==> config.mk <==
export PLATFORM = sky130hd
export DESIGN_NAME = embcpu8k_nios2_qsys_0_oci_dct_packer
export DESIGN_NICKNAME = d
export VERILOG_FILES = /design/src/rtl/embcpu8k_oci_dct_pkg.sv /design/src/rtl/embcpu8k_nios2_qsys_0_oci_dct_packer.sv
export SDC_FILE = /design/constraint.sdc
export NUM_CORES = 1
export LEC_CHECK = 0
export CORE_ASPECT_RATIO = 1.5
export CORE_UTILIZATION = 44
export DETAILED_ROUTE_END_ITERATION = 6
export PLACE_DENSITY = 0.79
export SETUP_SLACK_MARGIN = 0.2
export SYNTH_ARGS = -nofsm -noshare
export SYNTH_HDL_FRONTEND = slang
export SYNTH_SLANG_ARGS = --single-unit
==> constraint.sdc <==
create_clock -name clk -period 1.61 [get_ports clk]
set_clock_uncertainty 0.05 [all_clocks]
set_input_delay 0.2415 -clock clk [delete_from_list [all_inputs] [get_ports clk]]
set_output_delay 0.2415 -clock clk [all_outputs]
set_load 0.05 [all_outputs]
==> src/rtl/embcpu8k_oci_dct_pkg.sv <==
// Shared widths and state type for the OCI trace packer.
package embcpu8k_oci_dct_pkg;

  localparam int unsigned DCT_ATOM_W = 2;
  localparam int unsigned DCT_DEPTH  = 15;
  localparam int unsigned DCT_BUF_W  = 30;
  localparam int unsigned DCT_CNT_W  = 4;
  localparam int unsigned DCT_DROP_W = 8;

  typedef enum logic [1:0] {
    ST_EMPTY = 2'd0,
    ST_FILL  = 2'd1,
    ST_HOLD  = 2'd2,
    ST_DONE  = 2'd3
  } dct_state_e;

endpackage

==> src/rtl/embcpu8k_nios2_qsys_0_oci_dct_packer.sv <==
// Packs 2-bit trace atoms into 15-slot frames handed off with a valid/ready pair.
// Optional macro DCT_DROP_CNT_EN adds a saturating dropped-atom counter port.
module embcpu8k_nios2_qsys_0_oci_dct_packer
  import embcpu8k_oci_dct_pkg::*;
(
  input  logic                  clk,
  input  logic                  reset_n,
  input  logic                  atom_valid,
  input  logic [DCT_ATOM_W-1:0] atom_data,
  input  logic                  flush,
  input  logic                  test_ending,
  input  logic                  dct_ready,
  output logic                  dct_valid,
  output logic [DCT_BUF_W-1:0]  dct_buffer,
  output logic [DCT_CNT_W-1:0]  dct_count,
`ifdef DCT_DROP_CNT_EN
  output logic [DCT_DROP_W-1:0] dropped_cnt,
`endif
  output logic                  test_has_ended
);

  dct_state_e           r_state;
  dct_state_e           w_state_nxt;
  logic [DCT_BUF_W-1:0] r_buf;
  logic [DCT_BUF_W-1:0] w_buf_nxt;
  logic [DCT_CNT_W-1:0] r_cnt;
  logic [DCT_CNT_W-1:0] w_cnt_nxt;
  logic                 r_ending;
  logic                 w_ending;
  logic                 w_close;
  logic                 r_dct_valid;
  logic                 r_test_has_ended;

  // State register.
  always_ff @(posedge clk or negedge reset_n) begin
    if (!reset_n) r_state <= ST_EMPTY;
    else          r_state <= w_state_nxt;
  end

  // Next state and next frame contents; an atom is appended before any close.
  always_comb begin
    w_state_nxt = r_state;
    w_buf_nxt   = r_buf;
    w_cnt_nxt   = r_cnt;
    w_close     = 1'b0;
    w_ending    = r_ending | test_ending;
    case (r_state)
      ST_EMPTY, ST_FILL: begin
        if (atom_valid) begin
          for (int unsigned k = 0; k < DCT_DEPTH; k++) begin
            if (r_cnt == DCT_CNT_W'(k)) w_buf_nxt[k*DCT_ATOM_W +: DCT_ATOM_W] = atom_data;
          end
          w_cnt_nxt = r_cnt + DCT_CNT_W'(1);
        end
        w_close = (atom_valid && (r_cnt == DCT_CNT_W'(DCT_DEPTH - 1))) ||
                  ((atom_valid || (r_state == ST_FILL)) && (flush || w_ending));
        if (w_close)                              w_state_nxt = ST_HOLD;
        else if (atom_valid)                      w_state_nxt = ST_FILL;
        else if (r_state == ST_EMPTY && w_ending) w_state_nxt = ST_DONE;
      end
      ST_HOLD: begin
        if (dct_ready) begin
          w_buf_nxt   = '0;
          w_cnt_nxt   = '0;
          w_state_nxt = w_ending ? ST_DONE : ST_EMPTY;
        end
      end
      default: ;
    endcase
  end

  // Registered frame, handshake and status outputs.
  always_ff @(posedge clk or negedge reset_n) begin
    if (!reset_n) begin
      r_buf            <= '0;
      r_cnt            <= '0;
      r_ending         <= 1'b0;
      r_dct_valid      <= 1'b0;
      r_test_has_ended <= 1'b0;
    end else begin
      r_buf            <= w_buf_nxt;
      r_cnt            <= w_cnt_nxt;
      r_ending         <= w_ending;
      r_dct_valid      <= (w_state_nxt == ST_HOLD);
      r_test_has_ended <= r_test_has_ended | (w_state_nxt == ST_DONE);
    end
  end

  assign dct_valid      = r_dct_valid;
  assign dct_buffer     = r_buf;
  assign dct_count      = r_cnt;
  assign test_has_ended = r_test_has_ended;

`ifdef DCT_DROP_CNT_EN
  logic                  w_drop;
  logic [DCT_DROP_W-1:0] r_dropped_cnt;

  assign w_drop = atom_valid && ((r_state == ST_HOLD) || (r_state == ST_DONE));

  // Saturating count of atoms lost while a frame is held or after the test ended.
  always_ff @(posedge clk or negedge reset_n) begin
    if (!reset_n)                                    r_dropped_cnt <= '0;
    else if (w_drop && (r_dropped_cnt != '1))        r_dropped_cnt <= r_dropped_cnt + DCT_DROP_W'(1);
  end

  assign dropped_cnt = r_dropped_cnt;
`endif

endmodule

# [Word level (Yosys, flattened, before mapping)]
# Index checks and enable logic that the tools add are counted.
[word_totals] regBits=39 in_bits=8 output_inout_bits=36 wordCells=111
[classes] n_addsub=1 eq_ne=35 muxes=27 bitwise_logic=2 n_reduce_logical=26
[op_table] operator="30-bit two-way mux" n=2
[op_table] operator="30-bit one-hot mux with 2 select lines" n=1
[op_table] operator="4-bit AND reduction" n=15
[op_table] operator="2-bit two-way mux" n=20
[op_table] operator="2-bit inequality test, second input constant" n=17
[op_table] operator="4-bit == test, second input constant" n=7
[op_table] operator="4-bit by 3-bit == test with 1-bit output, second input constant" n=4
[op_table] operator="4-bit by 2-bit == test with 1-bit output, second input constant" n=2
[op_table] operator="4-bit two-way mux" n=2
[op_table] operator="4-bit one-hot mux with 2 select lines" n=1
[op_table] operator="2-bit == test, second input constant" n=3
[op_table] operator="4-bit by 1-bit adder with 4-bit output, second input constant" n=1
[op_table] operator="4-bit by 1-bit == test with 1-bit output, second input constant" n=1
[op_table] operator="4-bit logical NOT" n=1
[op_table] operator="2-bit one-hot mux with 2 select lines" n=1
[op_table] operator="1-bit logical AND" n=3
[op_table] operator="1-bit logical OR" n=3
[op_table] operator="3-bit AND reduction" n=1
[op_table] operator="2-bit by 1-bit == test with 1-bit output, second input constant" n=1
[op_table] operator="2-bit logical NOT" n=1
[op_table] operator="1-bit OR" n=2
[op_table] operator="2-bit nonzero test" n=1
[op_table] operator="2-bit OR reduction" n=1

# [Depth between registers and ports, before layout]
[depth] ltp_word=8 mapped_depth=5 mapped_depth_nobuf=5

# [Least setup slack after synthesis]
# Ideal clock, no wire load.
[synth_timing] path_kind="flip-flop to flip-flop" startpoint="register r_cnt[0] (netlist: dct_count[0])" endpoint="register r_state[1]" setup_ns=0.118 arrival_time_ns=1.568 setup_slack_ns=-0.127 stages_incl_launch_ff=6 period_less_slack_ns=1.737 cell_sequence="dfrtp_1 -> inv_1 -> ha_1 -> a41oi_1 -> nand2_1 -> a21o_1"
[synth_between] elab_chain_cells=5
[synth_rtl] item="start: declaration" line_no="embcpu8k_nios2_qsys_0_oci_dct_packer.sv:26" rtl="logic [DCT_CNT_W-1:0] r_cnt;"
[synth_rtl] item="start signal: assignment" line_no="embcpu8k_nios2_qsys_0_oci_dct_packer.sv:82" rtl="r_cnt <= w_cnt_nxt;"
[synth_rtl] item="4-bit == test" line_no="embcpu8k_nios2_qsys_0_oci_dct_packer.sv:55" rtl="w_close = (atom_valid && (r_cnt == DCT_CNT_W'(DCT_DEPTH - 1))) ||"
[synth_rtl] item="1-bit logical AND" line_no="embcpu8k_nios2_qsys_0_oci_dct_packer.sv:55"
[synth_rtl] item="1-bit logical OR" line_no="embcpu8k_nios2_qsys_0_oci_dct_packer.sv:55"
[synth_rtl] item="2-bit two-way mux" line_no="embcpu8k_nios2_qsys_0_oci_dct_packer.sv:57" rtl="if (w_close) w_state_nxt = ST_HOLD;"
[synth_rtl] item="2-bit one-hot mux with 2 select lines" line_no="embcpu8k_nios2_qsys_0_oci_dct_packer.sv:47" rtl="case (r_state)"
[synth_rtl] item="net w_state_nxt[1]" line_no="embcpu8k_nios2_qsys_0_oci_dct_packer.sv:23" rtl="dct_state_e w_state_nxt;"
[synth_rtl] item="end signal: assignment" line_no="embcpu8k_nios2_qsys_0_oci_dct_packer.sv:37" rtl="else r_state <= w_state_nxt;"
[synth_rtl] item="end: declaration" line_no="embcpu8k_nios2_qsys_0_oci_dct_packer.sv:22" rtl="dct_state_e r_state;"
# The timed path passes the listed nets, and every way through them passes these cells.
# A chain may end at the register's enable or synchronous reset.

# [Worst setup path after layout]
[layout_timing] startpoint="register r_cnt[2] (netlist: dct_count[2])" endpoint="output dct_count[2]"
[layout_rtl] item="end: declaration" line_no="embcpu8k_nios2_qsys_0_oci_dct_packer.sv:15" rtl="output logic [DCT_CNT_W-1:0] dct_count,"
# No word-level cell between the ends.

==> results.md <==
Layout:
- The fraction of layout cells with a size suffix above 1 is 0.329.
- The area growth from synthesis to layout is 39.5%.
- Leaving out filler cells and counting taps, the final layout contains 273.
- The number of antenna diodes in the final layout is 0.
- For this run, the post-layout net count is 239.

Timing:
- The final sum of negative setup slack is 0 ns.
- Headroom to the max-slew limit came out at 0.683.
- The final critical-path required period is 1.36 ns.
- The final period utilization is 0.847.
- For the pin with the worst max-slew slack, the measured transition is 0.475 ns.
- Setup repair after global routing left no endpoint under its margin.
- The number of failing hold endpoints at the final stage is 0.
- The highest clock rate is 733 MHz.
- The count of final max-slew check failures is 0.
- Setup violations remaining at the end of the flow were counted as 0.

Setup path:
- For the worst setup path, the data required time is 1.32 ns.
- At the worst endpoint, the arrival time is 1.07 ns.
- The type of element launching the critical path is a register.
- The slack of the worst reg-to-reg path is 0.27 ns.
- The reg-to-reg critical path startpoint is dct_count[1].
- The kind of end point of the critical path is a primary output.
- By startpoint and endpoint, the worst setup path is classified as register to primary output.
- The worst register-to-register path ends at r_state[1].
- Along the worst path, the maximum fanout reaches 10.
- The depth of the worst register-to-register path is 4.

CTS:
- The total clock sinks is 39.
- TritonCTS created 5 clock buffers.
- At the later pin of the worst-skew pair, clock insertion delay measures 0.29 ns.
- TritonCTS built the clock tree.
- The H-tree was split into 2 levels.
- The clock tree root driver cell is sky130_fd_sc_hd__clkbuf_8.
- Clock-pin slew was measured on the worst setup and hold paths at 0.08 ns.
- The clock passes through at most 2 buffers.

Route:
- Dividing the detail-routed wire length by the instance count gives 15.6 µm.
- The iteration count of the initial detailed-routing pass is 4.
- The average vias per placed instance is 5.36.
- The total via count in the routed design is 1463.
- The count of nets left with antenna violations once routing finished came out at 0.
- The total DRC errors in the routed layout is 0.
- The number of DRC markers in iteration 0 is 21.
- The total wirelength of the detailed-routed design is 4260 µm.

Yosys:
- The count of warnings emitted by yosys is 0.
- In this run, synthesis produced a sequential element count of 39.
- The count of flip-flops with a built-in enable after synthesis is 0.
- The most common flop cell mapped by yosys is sky130_fd_sc_hd__dfrtp_1.
- The post-synthesis net count is 181.
- In the post-synthesis netlist, the biggest area contributors are sky130_fd_sc_hd__dfrtp_1 (54%), sky130_fd_sc_hd__mux2i_1 (15%), sky130_fd_sc_hd__nand2_1 (9.1%), sky130_fd_sc_hd__ha_1 (2.8%), sky130_fd_sc_hd__buf_2 (1.9%).
- Of all flip-flops after synthesis, the portion carrying an async set or reset was 1.00.
- Yosys instantiated no cell more often than sky130_fd_sc_hd__nand2_1.
- The portion of the post-synthesis area used by sequential elements is 0.537.
- The distinct cell type count of the synthesized netlist is 31.
- The share of synthesized area in the top cell type comes to 0.537.
- The commonest cells after synthesis are sky130_fd_sc_hd__nand2_1 (44), sky130_fd_sc_hd__dfrtp_1 (39), sky130_fd_sc_hd__mux2i_1 (28).
- The synthesized netlist cell count is 169.
- The mean cell area of the mapped netlist is 10.8 µm².
- The total standard cell area after synthesis is 1820 µm².
- The largest total area in the synthesized netlist belongs to sky130_fd_sc_hd__dfrtp_1.

Floorplan:
- After floorplanning, the core was sized to cover 3960 µm².
- The standard-cell row count is 28.
- The floorplan step set the die width to 54.5 µm.
- 44 I/O pins were placed.
- The die covers 4400 µm².
- The initial utilization of the core area, before any placement, comes to 0.459.
- The floorplan die height is 80.7 µm.

Global routing:
- The via count of the first global-routing pass is 1396.
- The largest net degree at the start of global routing is 36.
- The overflow left after global routing is 0.
- The initial antenna violation count was 0.
- In the global route stage, overall resource usage came out at 0.216.
- The global-route wire length before repair is 6690 µm.

Place:
- In this run, placement finished with an instance count of 258.
- The final weighted congestion of routability-driven global placement is 0.788.
- In this run the tool buffered the top-level ports with 43 buffer cells.
- Once detailed placement completed, the half-perimeter wirelength came to 2960 µm.

Hold path:
- In this run the worst hold path is classified as input port to async pin.

Run:
- The number of max-capacitance violations reported is 0.

Outcome:
- The run finished with clean final reports.

Power and ir drop:
- The cell area power density is 831 nW/µm².
- For this design the static power due to leakage is 1.37 nW.
- IR analysis of the VDD net gives a maximum drop of 0.629 mV.
[report_power, final]
part	switching [W]	total, W	internal [W]
clock	0.000354	0.000855	0.000502
sequential	0.0000141	0.00101	0.000992
combinational	0.000137	0.000247	0.000110
total	0.000504	0.00211	0.00160
[sequential cells by signal, summed over array words and instances, names as in the netlist]
register / flops
dct_buffer: 30
dct_count: 4
r_state: 2
dct_valid: 1
r_ending: 1
test_has_ended: 1
[how the worst max path moves through the flow]
stage,start,end,cells past startpoint
floorplan,dct_count[0],r_state[1],5
detailed placement,atom_valid,dct_buffer[5],5
global route,dct_count[3],dct_buffer[17],4
CTS,dct_count[1],r_state[1],4
finish,dct_count[2],dct_count[2],2
global placement,atom_valid,dct_buffer[5],5
[layout make-up]
| cell class | instances | area [µm²] |
|---|---|---|
| Clock buffer | 6 | 82.6 |
| Multi-Input combinational cell | 119 | 807 |
| Fill cell | 318 | 1420 |
| Inverter | 2 | 7.51 |
| Sequential cell | 39 | 982 |
| Tap cell | 45 | 56.3 |
| Timing Repair Buffer | 60 | 566 |
| Clock inverter | 2 | 35.0 |
[kinds of logic (layout without fill, tap and decap cells)]
logic type,Yosys count,count (layout),synth area share
AND/OR/NAND/NOR,69,69,0.189
flip-flops,39,39,0.537
multiplexers,28,28,0.154
AO/OA/AOI/OAI,16,16,0.0551
buffers and inverters,11,70,0.0275
adder cells (fa/ha/maj),4,4,0.0275
XOR/XNOR,2,2,0.00964
[placed cells by master, fill, tap and decap left out, types with 2 or more instances in the layout]
cell type	count
sky130_fd_sc_hd__a21oi_1	3
sky130_fd_sc_hd__a22oi_1	2
sky130_fd_sc_hd__and4bb_2	2
sky130_fd_sc_hd__buf_12	8
sky130_fd_sc_hd__buf_4	44
sky130_fd_sc_hd__clkbuf_8	6
sky130_fd_sc_hd__clkdlybuf4s50_1	6
sky130_fd_sc_hd__dfrtp_1	34
sky130_fd_sc_hd__dfrtp_2	5
sky130_fd_sc_hd__ha_1	2
sky130_fd_sc_hd__mux2i_1	28
sky130_fd_sc_hd__nand2_1	44
sky130_fd_sc_hd__nand2b_1	2
sky130_fd_sc_hd__nand3_1	6
sky130_fd_sc_hd__nand3b_1	2
sky130_fd_sc_hd__nand4_1	3
sky130_fd_sc_hd__o21ai_0	6
sky130_fd_sc_hd__or2_2	2
[what timing repair did]
action / 4_1_cts / 5_1_grt
endpoints found under the setup margin: 2 / 17
endpoints found under the hold margin: 19 / 0
hold buffers: 1 / 0
resized for setup: 0 / 3
buffers inserted: 2 / 4
[stage by stage]
| step | utilization | cell area [µm²] | total power [W] | setup slack, ns | hold slack, ns |
|---|---|---|---|---|---|
| CTS | 0.630 | 2490 | 0.00212 | 0.206 | 0.388 |
| global placement | 0.594 | 2350 | 0.00125 | 0.00965 | 0.171 |
| global route | 0.641 | 2540 | 0.00219 | 0.204 | 0.419 |
| finish | 0.641 | 2540 | 0.00211 | 0.247 | 0.382 |
| detailed placement | 0.594 | 2350 | 0.00125 | -0.0234 | 0.177 |
| floorplan | - | 1830 | 0.00112 | 0.144 | -0.104 |
[per-layer routing]
layer / share of wire / vias up / GRT usage / routed length, µm
met3: 0.037 / 6 / 0.0549 / 156
li1: - / 693 / - / -
met5: 0 / - / 0 / 0
met2: 0.51 / 33 / 0.350 / 2190
met1: 0.43 / 731 / 0.271 / 1850
met4: 0.015 / 0 / 0.0769 / 65
[critical path, cell delays in order, from the launching register on]
cell	delay, ns
sky130_fd_sc_hd__dfrtp_2	0.44
sky130_fd_sc_hd__buf_4	0.19
sky130_fd_sc_hd__buf_12	0.15
Power figures use the tool's default switching activity.
